--- config.mk ---
export PLATFORM = sky130hd
export DESIGN_NAME = dmem_access_ctrl
export DESIGN_NICKNAME = d
export VERILOG_FILES = /design/src/rtl/dmem_access_ctrl_pkg.sv /design/src/rtl/dmem_access_ctrl_wait_counter.sv /design/src/rtl/dmem_access_ctrl.sv
export SDC_FILE = /design/constraint.sdc
export NUM_CORES = 1
export LEC_CHECK = 0
export BUFFER_PORTS_ARGS = -buffer_cell sky130_fd_sc_hd__buf_4
export CORE_MARGIN = 3
export CORE_UTILIZATION = 48
export CTS_CLUSTER_SIZE = 16
export DETAILED_ROUTE_END_ITERATION = 12
export GPL_ROUTABILITY_DRIVEN = 0
export PLACE_DENSITY = 0.77
export REMOVE_ABC_BUFFERS = 1
export SYNTH_ARGS = -nofsm -noshare
export SYNTH_HDL_FRONTEND = slang
export SYNTH_SLANG_ARGS = --single-unit
--- constraint.sdc ---
create_clock -name CLK -period 1.8 [get_ports CLK]
set_input_delay 0.18 -clock CLK [delete_from_list [all_inputs] [get_ports CLK]]
set_output_delay 0.18 -clock CLK [all_outputs]
set_load 0.02 [all_outputs]
--- src/rtl/dmem_access_ctrl_pkg.sv ---
// Shared CPU constants for the data-memory access controller: state encodings
// and default sizing.
package dmem_access_ctrl_pkg;

  localparam int unsigned DEFAULT_DATA_W  = 8;
  localparam int unsigned DEFAULT_TIMEOUT = 15;
  localparam int unsigned CNT_W           = 8;

  typedef enum logic [1:0] {
    ST_IDLE    = 2'b00,
    ST_RD_WAIT = 2'b01,
    ST_WR_WAIT = 2'b10,
    ST_DONE    = 2'b11
  } state_e;

endpackage

--- src/rtl/dmem_access_ctrl_wait_counter.sv ---
// Per-access wait-cycle counter. tc_c_o flags the cycle whose increment
// would reach TERMINAL.
module wait_counter #(
  parameter int unsigned CNT_W    = 8,
  parameter int unsigned TERMINAL = 15
) (
  input  logic clk_i,
  input  logic rst_i,
  input  logic clear_i,
  input  logic en_i,
  output logic tc_c_o
);

  logic [CNT_W-1:0] cnt_q;
  logic [CNT_W-1:0] cnt_d;

  always_comb begin
    cnt_d = cnt_q;
    if (clear_i) begin
      cnt_d = '0;
    end else if (en_i) begin
      cnt_d = cnt_q + CNT_W'(1);
    end
  end

  always_ff @(posedge clk_i or posedge rst_i) begin
    if (rst_i) begin
      cnt_q <= '0;
    end else begin
      cnt_q <= cnt_d;
    end
  end

  assign tc_c_o = (cnt_q == CNT_W'(TERMINAL - 1));

endmodule

--- src/rtl/dmem_access_ctrl.sv ---
// Data-memory access controller: latches a CPU load/store, strobes memory
// until ready or timeout, and stalls the CPU via busywait meanwhile.
module dmem_access_ctrl
  import dmem_access_ctrl_pkg::*;
#(
  parameter int unsigned DATA_W  = DEFAULT_DATA_W,
  parameter int unsigned TIMEOUT = DEFAULT_TIMEOUT
) (
  input  logic              CLK,
  input  logic              RESET,
  input  logic              cpu_read,
  input  logic              cpu_write,
  input  logic [DATA_W-1:0] cpu_addr,
  input  logic [DATA_W-1:0] cpu_wdata,
  output logic [DATA_W-1:0] cpu_rdata,
  output logic              busywait,
  output logic              mem_read,
  output logic              mem_write,
  output logic [DATA_W-1:0] mem_addr,
  output logic [DATA_W-1:0] mem_wdata,
  input  logic [DATA_W-1:0] mem_rdata,
  input  logic              mem_ready,
  output logic [1:0]        err
);

  state_e state_q;
  state_e state_d;

  logic [DATA_W-1:0] cpu_rdata_q, cpu_rdata_d;
  logic [DATA_W-1:0] mem_addr_q,  mem_addr_d;
  logic [DATA_W-1:0] mem_wdata_q, mem_wdata_d;
  logic              mem_read_q,  mem_read_d;
  logic              mem_write_q, mem_write_d;
  logic [1:0]        err_q,       err_d;

  logic launch_c;
  logic in_wait_c;
  logic timeout_c;
  logic cnt_clear_c;
  logic cnt_en_c;
  logic tc_c;

  assign launch_c  = (state_q == ST_IDLE) && (cpu_read || cpu_write);
  assign in_wait_c = (state_q == ST_RD_WAIT) || (state_q == ST_WR_WAIT);
  // mem_ready has priority over the timeout in the same cycle
  assign timeout_c = in_wait_c && !mem_ready && tc_c;

  wait_counter #(
    .CNT_W    (CNT_W),
    .TERMINAL (TIMEOUT)
  ) u_wait_counter (
    .clk_i   (CLK),
    .rst_i   (RESET),
    .clear_i (cnt_clear_c),
    .en_i    (cnt_en_c),
    .tc_c_o  (tc_c)
  );

  always_ff @(posedge CLK or posedge RESET) begin
    if (RESET) begin
      state_q <= ST_IDLE;
    end else begin
      state_q <= state_d;
    end
  end

  always_comb begin
    state_d = state_q;
    case (state_q)
      ST_IDLE: begin
        if (cpu_write) begin
          state_d = ST_WR_WAIT;
        end else if (cpu_read) begin
          state_d = ST_RD_WAIT;
        end
      end
      ST_RD_WAIT, ST_WR_WAIT: begin
        if (mem_ready || tc_c) begin
          state_d = ST_DONE;
        end
      end
      ST_DONE: state_d = ST_IDLE;
      default: state_d = ST_IDLE;
    endcase
  end

  always_comb begin
    busywait    = launch_c || in_wait_c;
    cnt_clear_c = launch_c;
    cnt_en_c    = in_wait_c && !mem_ready;
    mem_addr_d  = mem_addr_q;
    mem_wdata_d = mem_wdata_q;
    cpu_rdata_d = cpu_rdata_q;
    mem_read_d  = (state_d == ST_RD_WAIT);
    mem_write_d = (state_d == ST_WR_WAIT);
    err_d       = err_q | {launch_c && cpu_read && cpu_write, timeout_c};
    if (launch_c) begin
      mem_addr_d  = cpu_addr;
      mem_wdata_d = cpu_wdata;
    end
    if (state_q == ST_RD_WAIT) begin
      if (mem_ready) begin
        cpu_rdata_d = mem_rdata;
      end else if (timeout_c) begin
        cpu_rdata_d = '0;
      end
    end
  end

  always_ff @(posedge CLK or posedge RESET) begin
    if (RESET) begin
      cpu_rdata_q <= '0;
      mem_addr_q  <= '0;
      mem_wdata_q <= '0;
      mem_read_q  <= 1'b0;
      mem_write_q <= 1'b0;
      err_q       <= 2'b00;
    end else begin
      cpu_rdata_q <= cpu_rdata_d;
      mem_addr_q  <= mem_addr_d;
      mem_wdata_q <= mem_wdata_d;
      mem_read_q  <= mem_read_d;
      mem_write_q <= mem_write_d;
      err_q       <= err_d;
    end
  end

  assign cpu_rdata = cpu_rdata_q;
  assign mem_addr  = mem_addr_q;
  assign mem_wdata = mem_wdata_q;
  assign mem_read  = mem_read_q;
  assign mem_write = mem_write_q;
  assign err       = err_q;

endmodule

# Yosys cells after proc, flatten, opt, wreduce, memory -nomap -nowiden

Index checks and enable logic that the tools add are counted.

Add/subtract/negate cells: 1
Eq/ne operators: 6
Mux-type cells: 8
Bitwise operators: 1
Reduce and logical (&&, ||, !) cells: 15

Operator list:

| operator                                      | count |
|---|---|
| two-way mux 8 bit                             | 4 |
| adder 8 x 1 -> 8 bit, second input constant   | 1 |
| == test 8 x 4 -> 1 bit, second input constant | 1 |
| == test 2 bit, second input constant          | 3 |
| two-way mux 2 bit                             | 3 |
| one-hot mux 2 bit (3 select lines)            | 1 |
| logical AND 1 bit                             | 5 |
| == test 2 x 1 -> 1 bit, second input constant | 2 |
| logical OR 1 bit                              | 4 |
| nonzero test 2 bit                            | 2 |
| zero test 2 bit                               | 1 |
| bitwise OR 2 bit                              | 1 |
| AND reduction 2 bit                           | 1 |
| OR reduction 2 bit                            | 1 |
| zero test 1 bit                               | 1 |

Register bits after elaboration: 38
Output and inout port bits: 29
Logic and storage cells: 39

# Logic depth before layout (Yosys ltp)

Gate-level depths: netlist (run 1).

Depth after elaboration: 6
Depth in mapped cells: 7

# By module

Synthesis (run 1) repeated with hierarchy kept, for this count alone.

Cells, all modules: 123
Area total of the unflattened synthesis: 1654.1 um2

Modules (own cells, without submodules):

| module           | instances | cells each | area an instance (um2) | seq. area each (um2) |
|---|---|---|---|---|
| dmem_access_ctrl | 1         | 81         | 1227.4                 | 750.7 |
| wait_counter     | 1         | 42         | 426.7                  | 200.2 |

# Worst setup path before layout (run 1)

No wires, ideal clock.

Path type: register to register
Start: register state_q[0]
End: register mem_read_q (netlist: mem_read)
Arrival time: 1334 ps
Slack: 347 ps
Cell stages (with the launch flop): 6
Path buffers: 0
Period minus slack after synthesis: 1453 ps
Path through: dfrtp_1 -> inv_1 -> ha_1 -> or2b_1 -> a22o_1 -> and2_1

Longest elaborated chain between the ends: 4
Elaborated cells on any way between the ends: 10
Those cells by class: eq/ne: 4; mux: 4; reduce/logical: 2

Ends and longest elaborated chain:

| what                                                    | line                                           | source |
|---|---|---|
| start: declaration                                      | dmem_access_ctrl.sv:26                         | `state_e state_q;` |
| start signal: assignment                                | dmem_access_ctrl.sv:63                         | `state_q <= state_d;` |
| == test 2 bit (tied with other cells)                   | dmem_access_ctrl.sv:69                         | `case (state_q)` |
| OR reduction 2 bit or two-way mux 2 bit (tied branches) | dmem_access_ctrl.sv:69, dmem_access_ctrl.sv:71 |  |
| one-hot mux 2 bit (3 select lines) (*)                  | dmem_access_ctrl.sv:69                         |  |
| == test 2 x 1 -> 1 bit (*)                              | dmem_access_ctrl.sv:94                         | `mem_read_d = (state_d == ST_RD_WAIT);` |
| via mem_read_d                                          | dmem_access_ctrl.sv:32                         | `logic mem_read_q, mem_read_d;` |
| end signal: assignment                                  | dmem_access_ctrl.sv:122                        | `mem_read_q <= mem_read_d;` |
| end: declaration                                        | dmem_access_ctrl.sv:32                         |  |

Mark *: on every way through the listed nets, which the timed path passes. The rest lies on a longest branch.
A chain may end at the register's enable or synchronous reset.

# Worst setup path in the final report (run 1)

Start: register state_q[0]
End: output port busywait

Longest elaborated chain between the ends: 3
Elaborated cells on any way between the ends: 6
Those cells by class: eq/ne: 2; reduce/logical: 4

Ends and longest elaborated chain:

| what                                                  | line                                           | source |
|---|---|---|
| == test 2 x 1 -> 1 bit (tied with other cells)        | dmem_access_ctrl.sv:44                         | `assign in_wait_c = (state_q == ST_RD_WAIT) \|\| (state_q == ST_WR_WAIT);` |
| logical OR 1 bit or logical AND 1 bit (tied branches) | dmem_access_ctrl.sv:44, dmem_access_ctrl.sv:43 |  |
| logical OR 1 bit (*)                                  | dmem_access_ctrl.sv:88                         | `busywait = launch_c \|\| in_wait_c;` |
| end: declaration                                      | dmem_access_ctrl.sv:16                         | `output logic busywait,` |

Every way passes the cells marked *; elsewhere a longest branch is shown, timed or not.

==> impl_results.md, run 1 <==
- Status: complete, no violations
- Worst Skew: 0.003245 ns
- Vias in the first global route: 1374
- Pin count of the biggest net entering global routing: 39
- Fill count: 230
- Register bit total from synthesis: 38
- Die width: 64.10 um
- Chip height: 64.10 um
- ANT nets after route: 0
- Sw Pwr: 1429 uW
- Worst hold path type: primary input to flop
- CP Class: flop to output pin
- Startpoint types: flop
- Via density per instance: 5.072
- DIE AREA: 0.004109 mm^2
- Synth Cell Area: 0.001620 mm^2
- Compound-gate portion of the synthesized area: 10.19%
- Crit path DAT: 1.47 ns
- Multi-input logic area: 623.1 um^2
- Clock period minus worst slack: 1.647 ns
- Worst-path clk slew: 0.10 ns
- CTS root buffer: clkbuf_4
- Antenna cells: 0
- # IOs: 58
- Avg Cell Area, Syn: 10.39 um^2
- Maximum clock path buffer count: 2
- Seq/Total Area, Yosys: 58.69%
- Sequential power share: 38.9%
- CTS tree: done
- P_leak: 0.001173 uW
- Post CTS Setup Buffer Count: 0
- VDD IR max: 954.5 uV
- Pint: 2061 uW
- CTS Buf Count: 5
- Initial drt markers: 64
- Pins Over Slew Limit: 0
- Buffers added on ports: 57
- Core footprint: 0.003128 mm^2
- Area grow syn2layout: 33.75%
- Library cells used by synthesis: 32
- Worst slew pin tran: 0.4609 ns
- Max-slew headroom: 69.27%
- Global-route wire length before repair: 6.099 mm
- Final setup vio count: 0
- Combinational Power Share: 49.8%
- Pwr Density: 1610 mW/mm^2
- FP Rows: 20
- Worst Setup End Kind: output pin
- Worst path required time: 1.62 ns
- Routed WL: 3.384 mm
- Register area: 950.9 um^2
- Power Total: 3490 uW
- Main combinational cell family by area after synthesis: simple AND/OR/NAND/NOR gates
- Final worst path period share: 91.49%
- Nets: 254
- Ys Warns: 0
- RSZ-0062 raised after global routing: no
- Max Fclk: 0.6072 GHz
- TritonCTS Sinks: 38
- Worst-Skew Late Latency: 0.32 ns
- Crit Path Max Fanout: 4
- Antenna violations before repair: 0
- Htree depth: 2
- Via count: 1339
- Drt pass-1 iters: 4
- Post-synth EDFFs: 0
- GRT Util Overall: 18.72%
- DPL Wire Length: 2.526 mm
- Drt wl/cell: 12.82 um
- Mux cell area share after synthesis: 0%
- Ys async rst share: 100.0%
- GR Overflow Total: 0
- Clock share of power: 11.3%
- Max_cap viols: 0
- Final instance area: 0.002167 mm^2
- Hold Fails Final Rpt: 0
- Initial core utilization: 51.80%
- Synth Area in Simple Gates: 20.62%
- Net Sw Frac: 40.94%
- Mapped Cells: 156
- DRC viols: 0
- Post-Synth XOR/XNOR Area: 3.784%
- Share of layout cells above drive strength 1: 34.09%
- Sum Neg Setup Slack: 0 ns
- Area post-placement: 0.002110 mm^2
- Post-synthesis adder-cell area fraction: 3.861%
- Min Hold Slack: 0.03738 ns
- Main synth FF type: dfrtp_1
-- critical path: stages (launching register included) --
cell	delay, ns
dfrtp_1	0.41
inv_1	0.08
ha_1	0.33
nand2b_1	0.16
buf_4	0.16
-- synth_stat cells (2+ instances only) --
cell | instances | area (um^2)
nand4_1 | 4 | 25.02
nor2_1 | 9 | 33.78
nand2_1 | 50 | 187.7
a41o_1 | 2 | 20.02
inv_1 | 5 | 18.77
xor2_1 | 6 | 52.55
dfrtp_1 | 38 | 950.9
nor2b_1 | 2 | 12.51
a22o_1 | 9 | 78.83
buf_2 | 4 | 20.02
and2_1 | 2 | 12.51
ha_1 | 5 | 62.56
-- path summary, 6_finish.rpt --
path	start	end	slack [ns]	cells past startpoint
max	state_q[0]	busywait	0.15	4
min	cpu_wdata[1]	mem_wdata[1]	0.04	3
max reg2reg	state_q[0]	u_wait_counter.cnt_q[4]	0.23	7
min reg2reg	err[0]	err[0]	0.48	1
max in group asynchronous	RESET	u_wait_counter.cnt_q[5]	0.96	4
min in group asynchronous	RESET	mem_addr[1]	0.51	4
-- what timing repair did --
| action | CTS | global route |
|---|---|---|
| hold buffers | 1 | 0 |
| hold endpoints to repair | 38 | 0 |
| gates resized for setup | 0 | 0 |
-- stage by stage --
stage	util, %	std cells	setup WS [ns]
finish	69.28	264	0.1532
global route	69.28	264	0.02751
CTS	69.28	264	0.1401
detailed placement	67.44	256	0.2552
global placement	67.44	256	0.3127
floorplan	-	151	0.1412
-- placed cells by master, fill, tap and decap left out, types with 4 or more instances in the layout --
master and n:
nand2_1 50, buf_4 61, dfrtp_1 38, ha_1 5
nand4_1 4, clkbuf_4 5, nor2_1 9, a22o_1 9
xor2_1 6, inv_1 5
-- final cells by class --
type	count	share of cell area, %
Clock buffer	5	1.732
Clock inverter	2	0.4619
Timing Repair Buffer	62	21.59
Multi-Input combinational cell	107	28.75
Sequential cell	38	43.88
Tap cell	44	2.540
Inverter	6	1.039
-- cell families (layout without fill, tap and decap cells) --
kind of cell	Yosys count	count (layout)
simple gates	76	76
flops	38	38
compound gates	19	19
buf+inv	11	75
xor+xnor	7	7
fa+ha+maj	5	5
-- power groups by stage --
stage / Clock (uW) / Sequential, uW / Combinational, uW
after floorplan: 0 / 1680 / 676
after global placement: 0 / 1350 / 1700
after detailed placement: 0 / 1370 / 1760
after CTS: 417 / 1360 / 1760
after global routing: 462 / 1410 / 1910
final: 395 / 1360 / 1740
-- sequential cells by signal, indices dropped and copies added (netlist names) --
| register | cells |
|---|---|
| cpu_rdata | 8 |
| mem_addr | 8 |
| mem_wdata | 8 |
| u_wait_counter.cnt_q | 8 |
| err | 2 |
| state_q | 2 |
| mem_read | 1 |
| mem_write | 1 |
-- metal layers --
layer	up-vias	wire, um	track usage (%)
li1	644	-	-
met1	638	1373	22.66
met2	55	1659	31.35
met3	2	344	8.787
met4	0	8	2.375
met5	-	0	0
Note: power is estimated with default switching activity, not from simulation.
==> inputs of run 2 (changes only) <==
--- a/config.mk
+++ b/config.mk
@@ -6,13 +6,15 @@
 export NUM_CORES = 1
 export LEC_CHECK = 0
 export BUFFER_PORTS_ARGS = -buffer_cell sky130_fd_sc_hd__buf_4
+export CAP_MARGIN = 20
 export CORE_MARGIN = 3
 export CORE_UTILIZATION = 48
 export CTS_CLUSTER_SIZE = 16
 export DETAILED_ROUTE_END_ITERATION = 12
 export GPL_ROUTABILITY_DRIVEN = 0
-export PLACE_DENSITY = 0.77
+export PLACE_DENSITY = 0.78
 export REMOVE_ABC_BUFFERS = 1
+export SKIP_CTS_REPAIR_TIMING = 1
 export SYNTH_ARGS = -nofsm -noshare
 export SYNTH_HDL_FRONTEND = slang
 export SYNTH_SLANG_ARGS = --single-unit
==> run 2 against run 1 <==
  * Critical path type unchanged
  * Critical endpoint unchanged
  * Sequential share of layout area is 0.45 points lower
  * Core utilization is 0.72 points higher
  * Non-clock buffer count is 1 higher
  * Global-route usage is 1.1 points higher
==> impl_results.md, run 2 (synthesis results as in run 1) <==
- Max_cap viols: 0
- Chip height: 64.10 um
- Clock share of power: 12.9%
- Vias in the first global route: 1373
- Clock period minus worst slack: 1.682 ns
- Antenna cells: 0
- Via count: 1343
- Sw Pwr: 1460 uW
- Share of layout cells above drive strength 1: 33.78%
- Max Fclk: 0.5945 GHz
- Hold Fails Final Rpt: 0
- Status: complete, no violations
- Pwr Density: 1631 mW/mm^2
- Global-route wire length before repair: 6.320 mm
- Via density per instance: 5.049
- Worst hold path type: primary input to flop
- Area grow syn2layout: 35.14%
- Htree depth: 2
- FP Rows: 20
- CTS root buffer: clkbuf_4
- Most common cell after layout, fill and taps aside: buf_4
- Nets: 255
- Worst path required time: 1.62 ns
- Maximum clock path buffer count: 2
- ANT nets after route: 0
- DPL Wire Length: 2.561 mm
- RSZ-0062 raised after global routing: no
- Final worst path period share: 93.45%
- Worst-Skew Late Latency: 0.34 ns
- Worst Setup End Kind: output pin
- Most frequent cells in the layout: 61 x buf_4, 50 x nand2_1, 38 x dfrtp_1
- DIE AREA: 0.004109 mm^2
- Sum Neg Setup Slack: 0 ns
- Net Sw Frac: 40.89%
- CP Class: flop to output pin
- Drt wl/cell: 13.81 um
- Initial drt markers: 75
- Pins Over Slew Limit: 0
- GR Overflow Total: 0
- Final instance area: 0.002190 mm^2
- Pin count of the biggest net entering global routing: 39
- GRT Util Overall: 19.78%
- Startpoint types: flop
- Antenna violations before repair: 0
- Routed WL: 3.673 mm
- VDD IR max: 1012 uV
- CTS Buf Count: 5
- Max-slew headroom: 69.11%
- Worst-path clk slew: 0.11 ns
- Combinational Power Share: 49.0%
- # IOs: 58
- TritonCTS Sinks: 38
- CTS tree: done
- P_leak: 0.001181 uW
- DRC viols: 0
- Final setup vio count: 0
- Worst Skew: 0.004843 ns
- Pint: 2111 uW
- Crit path DAT: 1.50 ns
- Sequential power share: 38.1%
- Worst slew pin tran: 0.4634 ns
- Core footprint: 0.003128 mm^2
- Die width: 64.10 um
- Drt pass-1 iters: 4
- Buffers added on ports: 57
- Initial core utilization: 51.80%
- Crit Path Max Fanout: 4
- Area post-placement: 0.002110 mm^2
run 2: cell types whose count changed in the layout (fill, tap and decap cells not counted), sizes merged:
cell / previous run / this run
clkbuf: 5 / 7
dlygate4sd3: 1 / 2
clkinv: 2 / 1
run 2: cell type report:
type | count | area, um^2
clock buffers | 7 | 55.05
fillers | 250 | 938.4
well taps | 44 | 55.05
repair buffers | 63 | 478.0
flip-flops and latches | 38 | 950.9
clock inverters | 1 | 5.005
inverters | 6 | 22.52
multi-input cells | 107 | 623.1
run 2: layer usage:
metal | track usage, % | share of wire [%] | vias up
met4 | 6.860 | 1.7 | 0
met2 | 31.74 | 48 | 59
met1 | 24.51 | 42 | 629
met3 | 7.381 | 7.9 | 9
li1 | - | - | 646
met5 | 0 | 0 | -
run 2: final timing paths:
check | startpoint | endpoint | slack (ns) | cells past startpoint
min in group asynchronous | RESET | mem_addr[5] | 0.53 | 4
hold reg to reg | err[1] | err[1] | 0.48 | 1
hold / removal | cpu_wdata[7] | mem_wdata[7] | 0.02 | 3
max in group asynchronous | RESET | mem_addr[3] | 0.95 | 4
setup reg to reg | state_q[0] | u_wait_counter.cnt_q[7] | 0.18 | 7
setup / recovery | state_q[0] | busywait | 0.12 | 4
run 2: critical path, cell delays in order (launching register included):
cell      delay, ns
dfrtp_1        0.41
inv_1          0.08
ha_1           0.33
nand2b_1       0.17
buf_4          0.16
run 2: metrics by stage:
stage	power [uW]	util (%)	std cells	setup WS, ns	hold slack, ns
floorplan	2359	-	151	0.1412	0.2854
global placement	3055	67.44	256	0.3197	0.3170
detailed placement	3130	67.44	256	0.1877	0.3281
CTS	3604	69.36	264	0.1082	-0.06056
global route	3844	70.00	266	0.03780	0.003688
finish	3571	70.00	266	0.1178	0.01920
run 2: power groups by stage:
stage	clock (uW)	combinational, uW	sequential, uW
after floorplan	0	676	1680
after global placement	0	1700	1350
after detailed placement	0	1760	1370
after CTS	479	1760	1360
after global routing	519	1920	1410
final	461	1750	1360
